==> src/rtl/cordic_pkg.sv <==
// cordic_pkg: shared widths, FSM states and the arctan(2^-i) table in degrees, Q8.32.
package cordic_pkg;
   localparam int ANG_W = 40;
   localparam int OUT_W = 32;
   localparam int MAX_ITERS = 38;
   typedef enum logic [1:0] {IDLE, ITER, DONE} state_t;
   localparam logic [ANG_W-1:0] ATAN [MAX_ITERS] = '{
      40'h2D_0000_0000, 40'h1A_90A7_31A6, 40'h0E_0947_407D, 40'h07_2001_1249,
      40'h03_938A_A64C, 40'h01_CA37_94E5, 40'h00_E52A_1AB1, 40'h00_7296_D7A1,
      40'h00_394B_A51B, 40'h00_1CA5_D9B7, 40'h00_0E52_EDC0, 40'h00_0729_76FD,
      40'h00_0394_BB82, 40'h00_01CA_5DC1, 40'h00_00E5_2EE0, 40'h00_0072_9770,
      40'h00_0039_4BB8, 40'h00_001C_A5DC, 40'h00_000E_52EE, 40'h00_0007_2977,
      40'h00_0003_94BB, 40'h00_0001_CA5D, 40'h00_0000_E52E, 40'h00_0000_7297,
      40'h00_0000_394B, 40'h00_0000_1CA5, 40'h00_0000_0E52, 40'h00_0000_0729,
      40'h00_0000_0394, 40'h00_0000_01CA, 40'h00_0000_00E5, 40'h00_0000_0072,
      40'h00_0000_0039, 40'h00_0000_001C, 40'h00_0000_000E, 40'h00_0000_0007,
      40'h00_0000_0003, 40'h00_0000_0001
   };
endpackage

==> src/rtl/cordic_atan_rom.sv <==
// cordic_atan_rom: combinational arctan(2^-i) lookup; indices past the table read zero.
module cordic_atan_rom
   import cordic_pkg::*;
(
   input  logic [5:0]       idx,
   output logic [ANG_W-1:0] atan
);
   assign atan = (idx < 6'(MAX_ITERS)) ? ATAN[idx] : '0;
endmodule

==> src/rtl/cordic_atan_seq.sv <==
// cordic_atan_seq: sequential CORDIC vectoring arctangent, one micro-rotation per clock.
module cordic_atan_seq
   import cordic_pkg::*;
#(
   parameter int ITERS = 38
) (
   input  logic             clk,
   input  logic             rst_n,
   input  logic             in_valid,
   output logic             in_ready,
   input  logic [31:0]      inx,
   input  logic [31:0]      iny,
   output logic             out_valid,
   input  logic             out_ready,
   output logic [OUT_W-1:0] out,
   output logic             err,
   output logic             busy
);
   state_t                  state;
   logic signed [ANG_W-1:0] x, y, z, sx, sy, x_n, y_n, z_n;
   logic        [ANG_W-1:0] atan_i;
   logic        [5:0]       idx;

   cordic_atan_rom rom (.idx(idx), .atan(atan_i));

   // y >= 0 rotates clockwise, driving y toward zero while z accumulates the angle
   always_comb begin
      sx  = x >>> idx;
      sy  = y >>> idx;
      x_n = y[ANG_W-1] ? x - sy : x + sy;
      y_n = y[ANG_W-1] ? y + sx : y - sx;
      z_n = y[ANG_W-1] ? z - $signed(atan_i) : z + $signed(atan_i);
   end

   always_ff @(posedge clk or negedge rst_n) begin
      if (!rst_n) begin
         state     <= IDLE;
         in_ready  <= 1'b1;
         out_valid <= 1'b0;
         busy      <= 1'b0;
         out       <= '0;
         err       <= 1'b0;
         x         <= '0;
         y         <= '0;
         z         <= '0;
         idx       <= '0;
      end else begin
         case (state)
            IDLE: if (in_valid && in_ready) begin
               in_ready <= 1'b0;
               if (inx[31] || inx == '0) begin
                  out   <= '0;
                  err   <= 1'b1;
                  state <= DONE;
               end else begin
                  x     <= {{(ANG_W-32){inx[31]}}, inx};
                  y     <= {{(ANG_W-32){iny[31]}}, iny};
                  z     <= '0;
                  idx   <= '0;
                  err   <= 1'b0;
                  busy  <= 1'b1;
                  state <= ITER;
               end
            end
            ITER: begin
               x   <= x_n;
               y   <= y_n;
               z   <= z_n;
               idx <= idx + 6'd1;
               if (idx == 6'(ITERS-1)) begin
                  out       <= z_n[ANG_W-1:ANG_W-OUT_W];
                  busy      <= 1'b0;
                  out_valid <= 1'b1;
                  state     <= DONE;
               end
            end
            DONE: begin
               // the error path enters here with out_valid low and raises it one edge later
               if (!out_valid) out_valid <= 1'b1;
               else if (out_ready) begin
                  out_valid <= 1'b0;
                  in_ready  <= 1'b1;
                  state     <= IDLE;
               end
            end
            default: state <= IDLE;
         endcase
      end
   end
endmodule
==> config.mk <==
export PLATFORM = sky130hd
export DESIGN_NAME = cordic_atan_seq
export DESIGN_NICKNAME = d
export VERILOG_FILES = /design/src/rtl/cordic_pkg.sv /design/src/rtl/cordic_atan_rom.sv /design/src/rtl/cordic_atan_seq.sv
export SDC_FILE = /design/constraint.sdc
export NUM_CORES = 1
export LEC_CHECK = 0
export ABC_AREA = 1
export CAP_MARGIN = 20
export CELL_PAD_IN_SITES_DETAIL_PLACEMENT = 1
export CELL_PAD_IN_SITES_GLOBAL_PLACEMENT = 1
export CORE_MARGIN = 3
export CORE_UTILIZATION = 47
export DETAILED_ROUTE_END_ITERATION = 10
export PLACE_DENSITY = 0.93
export SKIP_CTS_REPAIR_TIMING = 1
export SYNTH_ARGS = -nofsm -noshare
export SYNTH_HDL_FRONTEND = slang
export SYNTH_SLANG_ARGS = --single-unit
==> constraint.sdc <==
create_clock -name clk -period 13.75 [get_ports clk]
set_input_delay 4.125 -clock clk [delete_from_list [all_inputs] [get_ports clk]]
set_output_delay 4.125 -clock clk [all_outputs]
set_load 0.02 [all_outputs]
### Yosys cells after proc, flatten, opt, wreduce, memory -nomap -nowiden

Memory sizes are Yosys's and may differ from the RTL's.
Cells that the tools add are included.

| cells by class | value |
|---|---|
| $add $sub $neg | 7 |
| $lt $le $gt $ge | 2 |
| equality and inequality tests | 9 |
| shift operators | 2 |
| mux-type cells | 41 |
| bitwise operators | 1 |
| reductions and logical operators | 14 |

Operators by type and width:

| operator | count |
|---|---|
| 40-bit two-way mux | 12 |
| 40-bit one-hot mux with 2 select lines | 3 |
| 40-bit adder | 3 |
| 40-bit subtractor | 3 |
| 32-bit two-way mux | 3 |
| 40-bit by 6-bit >>> shifter with 40-bit output | 2 |
| 32-bit one-hot mux with 2 select lines | 1 |
| 32-bit logical NOT | 1 |
| 4-bit AND reduction | 4 |
| 6-bit two-way mux | 2 |
| 2-bit != test (second input constant) | 6 |
| 6-bit one-hot mux with 2 select lines | 1 |
| 1-bit two-way mux | 10 |
| 2-bit two-way mux | 5 |
| 7-bit >= comparator (second input constant) | 1 |
| 6-bit NOT with 7-bit output | 1 |
| 6-bit by 1-bit adder with 6-bit output (second input constant) | 1 |
| 6-bit == test (second input constant) | 1 |
| 6-bit < comparator (second input constant) | 1 |
| 1-bit one-hot mux with 2 select lines | 3 |
| 2-bit one-hot mux with 3 select lines | 1 |
| 2-bit nonzero test | 3 |
| 2-bit AND reduction | 2 |
| 3-bit AND reduction | 1 |
| 5 further kinds | 5 |

| word-level totals | value |
|---|---|
| register bits | 164 |
| ROM bits | 2560 |
| input bits | 68 |
| output and inout bits | 36 |
| logic and storage cells | 87 |
| memories kept | 1 |

Memories:

| memory | depth | bits a word | read ports | clocked after memory_dff | wr ports | RTL line | text |
|---|---|---|---|---|---|---|---|
| (no name shown) | 64 | 40 | 1 | 0 | 0 | cordic_atan_rom.sv:8 | `assign atan = (idx < 6'(MAX_ITERS)) ? ATAN[idx] : '0;` |

### Longest topological paths before layout

Gate-level depths: netlist (run 1).

| depth | value |
|---|---|
| word-level depth | 9 |
| depth in mapped cells | 39 |
| gate-level depth less buffers | 37 |

### By module

Synthesis (run 1) repeated with hierarchy kept, for this count alone.

| second synthesis, totals | value |
|---|---|
| cells, all modules | 3910 |
| area, all modules | 22699.3 sq um |

By module, submodules not included:

| module | instances | cells an instance | area each (sq um) | sequential area each (sq um) |
|---|---|---|---|---|
| cordic_atan_seq | 1 | 3636 | 21326.7 | 4105.2 |
| cordic_atan_rom | 1 | 274 | 1372.6 | 0.0 |

### Least setup slack after synthesis (run 1)

Ideal clock, no wire load.

| timing | value |
|---|---|
| path kind | in2reg |
| start point | input inx[4] |
| end point | register y[14] |
| library setup time | 0.066 ns |
| data arrival time | 5.778 ns |
| data required time | 13.684 ns |
| path slack | 7.906 ns |
| cell stages on the path | 11 |
| path buffers | 2 |
| cells stage by stage | or2_2 nor4_1 and3_1 a21oi_1 nand2_1 nand2_1 inv_2 clkbuf_1 buf_1 nand2_1 nand2_1 |

| on the way | value |
|---|---|
| longest elaborated chain between the ends | 4 |

Ends and longest elaborated chain:

| element | RTL line | text |
|---|---|---|
| from (decl) | cordic_atan_seq.sv:11 | `input logic [31:0] inx,` |
| 32-bit logical NOT | cordic_atan_seq.sv:51 | `if (inx[31] \|\| inx == '0) begin` |
| 1-bit logical OR | cordic_atan_seq.sv:51 |  |
| 2-bit != test (no source line) | n/a |  |
| 3-bit AND reduction (no source line) | n/a |  |
| to (signal assigned) | cordic_atan_seq.sv:57 | `y <= {{(ANG_W-32){iny[31]}}, iny};` |
| to (signal assigned) | cordic_atan_seq.sv:67 | `y <= y_n;` |
| to (decl) | cordic_atan_seq.sv:20 | `logic signed [ANG_W-1:0] x, y, z, sx, sy, x_n, y_n, z_n;` |

Every way passes these cells.
A chain may end at the register's enable or synchronous reset.

### Worst setup path in the final report (run 1)

| timing | value |
|---|---|
| start point | input inx[4] |
| end point | register idx[5] |

| on the way | value |
|---|---|
| longest elaborated chain between the ends | 4 |

Ends and longest elaborated chain:

| element | RTL line | text |
|---|---|---|
| 32-bit logical NOT | cordic_atan_seq.sv:51 |  |
| 1-bit logical OR | cordic_atan_seq.sv:51 |  |
| 2-bit != test (no source line) | n/a |  |
| 3-bit AND reduction (no source line) | n/a |  |
| to (signal assigned) | cordic_atan_seq.sv:69 | `idx <= idx + 6'd1;` |
| to (decl) | cordic_atan_seq.sv:22 | `logic [5:0] idx;` |

Every way passes these cells.

==> results.md, run 1 <==
- Ys flop type: dfrtp_1
- Post-synthesis adder-cell area fraction: 7.618%
- Mapped Cells: 3965
- Post-synth top area cell: nand2_1
- First-pass GRT wire length: 156100 um
- Mux cell area share after synthesis: 0%
- RSZ-0062 raised after global routing: false
- Design area: 24650 um2
- Endpoints failing setup: 0
- CP endpoint kind: register
- Commonest non-fill, non-tap cells in the layout: 1220 x nand2_1, 549 x nand3_1, 351 x nor2_1
- Final #Nets: 4159
- Total CTS buffers: 17
- Final Slew Violations: 0
- Top sig layer: met5
- Placed inst area: 24070 um2
- Routed wire length: 101300 um
- Synth Area per Inst: 5.750 um2
- Htree depth: 4
- Top cell type's share of synthesized area: 20.12%
- Syn nets: 4170
- Min Clock Period, post-route: 8.877 ns
- Ys Warns: 0
- Synth area leaders: nand2_1 20%, dfrtp_1 18%, nand3_1 12%
- Post-synthesis compound-gate area fraction: 18.02%
- Critical path startpoint category: input pin
- Die Ht: 226.2 um
- Met3 WL: 7469 um
- Clock Skews: 0.02008 ns
- XOR/XNOR share of the synthesized area: 4.533%
- Longest Clk Path Bufs: 2
- Layout area overhead: 8.106%
- DR iter-0 viols: 2692
- Ys async rst share: 100.0%
- Io pins: 104
- DIE AREA: 51180 um2
- Most common cell after layout, fill and taps aside: nand2_1
- Routed length per instance: 22.11 um
- Final Hold Violating Endpoints: 0
- Via count: 28450
- Layout cells sized above 1: 3.731%
- Reg2Reg Depth: 26
- Core area: 47850 um2
- Antenna violations before repair: 3
- Sequential share of the synthesized area: 18.01%
- Reg2Reg Setup Slack: 6.50 ns
- Total global-route track usage: 39.00%
- Routability Congestion: 1.044
- Synthesized flop and latch total: 164
- Critical Path RT: 14.21 ns
- Clock root buffer: clkbuf_16
- Total gr overflow: 0
- End of the critical path: idx[5]$_DFFE_PN0P_
- Routed Antenna Nets: 0
- Setup TNS: 0 ns
- Vias/cell: 6.207
- Clock Latency Late Sink: 0.53 ns
- Synthesized area: 22800 um2
- Port Buf Inserts: 103
- Metal1 wirelength: 41340 um
- Distinct cells, synth: 55
- Max-slew headroom: 23.60%
- DR DRC count: 0
- Simple-gate portion of the synthesized area: 42.44%
- Met2 Wirelength: 46660 um
- Fin crit share: 64.56%
- Critical R2R Launch: idx[1]$_DFFE_PN0P_
- Worst Setup SP: inx[4]
- Die W: 226.2 um
- Largest net degree at the start of global routing: 82
- DP HPWL: 78980 um
- TritonCTS clock tree: yes
- Setup Crit Path Kind: in2reg
- EDFF count, synth: 0
- Initial Util: 47.65%
- Worst-path clk slew: 0.09 ns
- Crit-path max FO: 74
- HP Class: reg2reg
- R2R Path End: x[30]$_DFFE_PN0P_
- Largest family of logic cells by synthesized area: simple AND/OR/NAND/NOR gates
- Max cap viols: 0
- Slew @ Worst Pin: 1.142 ns
- Vias in the first global route: 28120
- First-pass iteration count of the detailed router: 5
- TritonCTS Sinks: 164
- Rows: 80
- Fmax: 112.7 MHz
- Status: finished clean
- Critical path arrival: 9.33 ns
-- Yosys cell counts (8+ instances only) --
| cell type | count |
|---|---|
| ha_1 | 134 |
| o21bai_1 | 19 |
| nand2_2 | 9 |
| or2_2 | 22 |
| a21o_1 | 22 |
| buf_2 | 57 |
| nand2_1 | 1222 |
| nand3b_1 | 8 |
| nand3_1 | 549 |
| o22ai_1 | 9 |
| nor4_1 | 10 |
| nor2_2 | 15 |
| dfrtp_1 | 163 |
| xnor2_1 | 41 |
| xor2_1 | 77 |
| o21a_1 | 14 |
| nand4_1 | 38 |
| o21ai_1 | 23 |
| nor2_1 | 354 |
| buf_1 | 29 |
| a31oi_1 | 40 |
| o21ai_0 | 288 |
| inv_1 | 347 |
| nor3_1 | 30 |
| clkbuf_1 | 59 |
| buf_6 | 10 |
| o211ai_1 | 31 |
| a21oi_1 | 258 |
| inv_2 | 12 |
| buf_4 | 8 |
-- state kept, by name, indices dropped and copies added (netlist names), 2 cells and up --
signal	count
state	2
y	40
z	40
idx	6
out	32
x	40
-- critical path: stages --
cell             delay (ns)
clkdlybuf4s50_1        0.47
or2_2                  0.13
nor4_1                 0.06
and3_1                 0.18
a21oi_1                0.60
nand2_1                0.66
nand2_2                0.18
buf_4                  0.74
clkinv_2               0.71
buf_4                  0.56
nor2_1                 0.27
nand2_1                0.10
nor2_1                 0.14
nand2_1                0.08
xor2_1                 0.16
nor2_1                 0.11
-- stage by stage --
stage,util (%),hold slack (ns),cells,setup WS [ns]
2_1_floorplan,-,0.4483,3965,7.906
3_3_place_gp,50.30,0.4638,4550,4.573
3_5_place_dp,50.30,0.4719,4550,4.350
4_1_cts,51.51,0.4891,4582,4.901
5_1_grt,51.51,0.5138,4583,4.658
6_report,51.51,0.4852,4583,4.873
-- logic make-up after synthesis --
family / count (synthesis)
simple gates: 2283
buf+inv: 523
xor+xnor: 118
flops: 164
compound gates: 740
fa+ha+maj: 137
-- worst min path at each step --
stage | start | to | slack [ns] | cells past startpoint
after floorplan | z[10]$_DFFE_PN0P_ | z[10]$_DFFE_PN0P_ | 0.45 | 2
after global placement | out[10]$_DFFE_PN0P_ | out[10]$_DFFE_PN0P_ | 0.46 | 2
after detailed placement | out[5]$_DFFE_PN0P_ | out[5]$_DFFE_PN0P_ | 0.47 | 2
after CTS | out[7]$_DFFE_PN0P_ | out[7]$_DFFE_PN0P_ | 0.49 | 2
after global routing | out[7]$_DFFE_PN0P_ | out[7]$_DFFE_PN0P_ | 0.51 | 2
final | out[7]$_DFFE_PN0P_ | out[7]$_DFFE_PN0P_ | 0.49 | 2
-- area by class of cell --
cell class / count / area, um2
Sequential cell: 164 / 4110
Timing Repair Buffer: 133 / 1257
Tap cell: 615 / 769.5
Multi-Input combinational cell: 3278 / 16580
Inverter: 360 / 1354
Antenna cell: 1 / 2.502
Fill cell: 6913 / 23200
Clock buffer: 19 / 432.9
Clock inverter: 13 / 143.9
-- metal layers --
layer,GRT usage (%),vias up
met3,7.188,346
met2,64.49,1267
met5,0,-
met1,48.18,13660
li1,-,13170
met4,20.92,4
Power of run 1 is left out: the tool's default activity adds up to more than one toggle a clock period on the data nets, which glitch-free logic cannot reach.
==> inputs of run 2 (changes only) <==
--- a/config.mk
+++ b/config.mk
@@ -10,9 +10,9 @@
 export CELL_PAD_IN_SITES_DETAIL_PLACEMENT = 1
 export CELL_PAD_IN_SITES_GLOBAL_PLACEMENT = 1
 export CORE_MARGIN = 3
-export CORE_UTILIZATION = 47
+export CORE_UTILIZATION = 44
 export DETAILED_ROUTE_END_ITERATION = 10
-export PLACE_DENSITY = 0.93
+export PLACE_DENSITY = 0.88
 export SKIP_CTS_REPAIR_TIMING = 1
 export SYNTH_ARGS = -nofsm -noshare
 export SYNTH_HDL_FRONTEND = slang
==> constraint.sdc (replaced) <==
create_clock -name clk -period 8.45 [get_ports clk]
set_input_delay 2.535 -clock clk [delete_from_list [all_inputs] [get_ports clk]]
set_output_delay 2.535 -clock clk [all_outputs]
set_load 0.02 [all_outputs]
==> results.md, run 2 (synthesized netlist as in run 1, its figures left out) <==
- Crit-path max FO: 44 (-41%)
- Worst path max stage delay: 0.68 ns (-0.06 ns)
- Final #Nets: 4169 (+0.24%)
- Initial Util: 44.98% (-2.7 points)
- Routed length per instance: 22.34 um (+1.0%)
- Layout cells sized above 1: 4.023% (+0.29 points)
- Worst path most repeated cell: nand3_1
- CP endpoint kind: register
- RSZ-0062 raised after global routing: false
- HP Class: reg2reg
- Longest Clk Path Bufs: 2 (unchanged)
- Rows: 82 (+2.5%)
- Total gr overflow: 0 (unchanged)
- Die W: 233.6 um (+3.3%)
- TritonCTS clock tree: yes
- Critical path arrival: 7.14 ns (-2.19 ns)
- Via count: 28220 (-0.82%)
- Setup Crit Path Kind: reg2reg
- Total global-route track usage: 37.64% (-1.4 points)
- Critical Path RT: 8.90 ns (-5.31 ns)
- Io pins: 104 (unchanged)
- Commonest non-fill, non-tap cells in the layout: 1220 x nand2_1, 549 x nand3_1, 351 x nor2_1
- Routed Antenna Nets: 0 (unchanged)
- DR DRC count: 0 (unchanged)
- First-pass iteration count of the detailed router: 6 (+1)
- Layout area overhead: 9.017%
- Global routing usage on met3: 7.366% (+0.18 points)
- Total CTS buffers: 17 (unchanged)
- Die Ht: 233.6 um (+3.3%)
- DIE AREA: 54580 um2 (+6.6%)
- Routed wire length: 103900 um (+2.5%)
- Vias in the first global route: 28430 (+1.1%)
- DR iter-0 viols: 2433 (-9.6%)
- Max cap viols: 0 (unchanged)
- Met1 Usage GRT: 46.55% (-1.6 points)
- Clock Latency Late Sink: 0.51 ns (-0.02 ns)
- TritonCTS Sinks: 164 (unchanged)
- Final Slew Violations: 0 (unchanged)
- Max-slew headroom: 26.61% (+3.0 points)
- Grt met2 use: 62.06% (-2.4 points)
- Largest net degree at the start of global routing: 74 (-9.8%)
- Slew @ Worst Pin: 1.100 ns (-0.04210 ns)
- Most common cell after layout, fill and taps aside: nand2_1
- Fmax: 149.5 MHz
- Critical path startpoint category: register
- Status: finished clean
- Endpoints failing setup: 0 (unchanged)
- Routability Congestion: 1.025 (-1.9%)
- Final Hold Violating Endpoints: 0 (unchanged)
- Crit path max-delay cell type: inv_2
- First-pass GRT wire length: 159600 um (+2.2%)
- Core area: 50680 um2 (+5.9%)
- Clock root buffer: clkbuf_16
- Fin crit share: 79.18%
- Antenna violations before repair: 1 (-2)
- DP HPWL: 82310 um (+4.2%)
- Worst-path clk slew: 0.08 ns (about the same)
- Port Buf Inserts: 103 (unchanged)
- Setup TNS: 0 ns (unchanged)
- Biggest regs: x (40), y (40), z (40)
- Htree depth: 4 (unchanged)
- Vias/cell: 6.066 (-2.3%)
- Most Used Layer, Global Route: met2
- Min Clock Period, post-route: 6.691 ns
- Clock Skews: 0.01628 ns (-0.003806 ns)
-- run 2: cell types whose count changed in the layout (fill, tap and decap cells not counted), sizes merged --
cell	delta
clkinv	+2
inv	-4
clkbuf	+1
buf	+10
clkinvlp	+1
diode	+1
-- run 2: final timing paths --
| path | start | end | slack, ns | cells past startpoint |
|---|---|---|---|---|
| setup / recovery | idx[1]$_DFFE_PN0P_ | x[24]$_DFFE_PN0P_ | 1.76 | 26 |
| hold / removal | z[8]$_DFFE_PN0P_ | z[8]$_DFFE_PN0P_ | 0.49 | 2 |
| setup reg to reg | idx[1]$_DFFE_PN0P_ | x[24]$_DFFE_PN0P_ | 1.76 | 26 |
| hold reg to reg | z[8]$_DFFE_PN0P_ | z[8]$_DFFE_PN0P_ | 0.49 | 2 |
| max in group asynchronous | rst_n | idx[2]$_DFFE_PN0P_ | 5.09 | 2 |
| min in group asynchronous | rst_n | out[4]$_DFFE_PN0P_ | 2.00 | 1 |
-- run 2: metrics by stage --
step | std cells | worst slack (ns) | instance area, um2 | util, % | hold slack [ns]
global placement | 4615 | 2.248 | 24210 | 47.77 | 0.4640
CTS | 4648 | 2.036 | 24830 | 48.99 | 0.4906
global route | 4649 | 1.433 | 24850 | 49.03 | 0.5146
floorplan | 3965 | 3.958 | 22800 | - | 0.4483
detailed placement | 4616 | 2.084 | 24220 | 47.78 | 0.4737
finish | 4651 | 1.759 | 24850 | 49.04 | 0.4881
-- run 2: final cells by class --
type | instances | area [um2]
repair buffers | 143 | 1358
diodes | 2 | 5.005
clock inverters | 12 | 143.9
multi-input cells | 3278 | 16580
clock buffers | 20 | 466.7
flip-flops and latches | 164 | 4110
inverters | 360 | 1354
well taps | 672 | 840.8
fillers | 7310 | 25830
-- run 2: critical path, delay by kind of cell, from the launching register on --
| kind | cells | cell delay, ns |
|---|---|---|
| buffers and inverters | 4 | 1.66 |
| AO/OA/AOI/OAI | 7 | 1.93 |
| adder cells (fa/ha/maj) | 1 | 0.38 |
| flip-flops | 1 | 0.39 |
| AND/OR/NAND/NOR | 13 | 2.02 |
| XOR/XNOR | 1 | 0.18 |
-- run 2: per-layer routing --
| layer | routed length, um | part of all wire, % |
|---|---|---|
| met5 | 0 | 0 |
| met4 | 5741 | 5.5 |
| met3 | 7414 | 7.1 |
| met2 | 47600 | 46 |
| met1 | 43130 | 42 |
Power of run 2 is left out for the same reason.
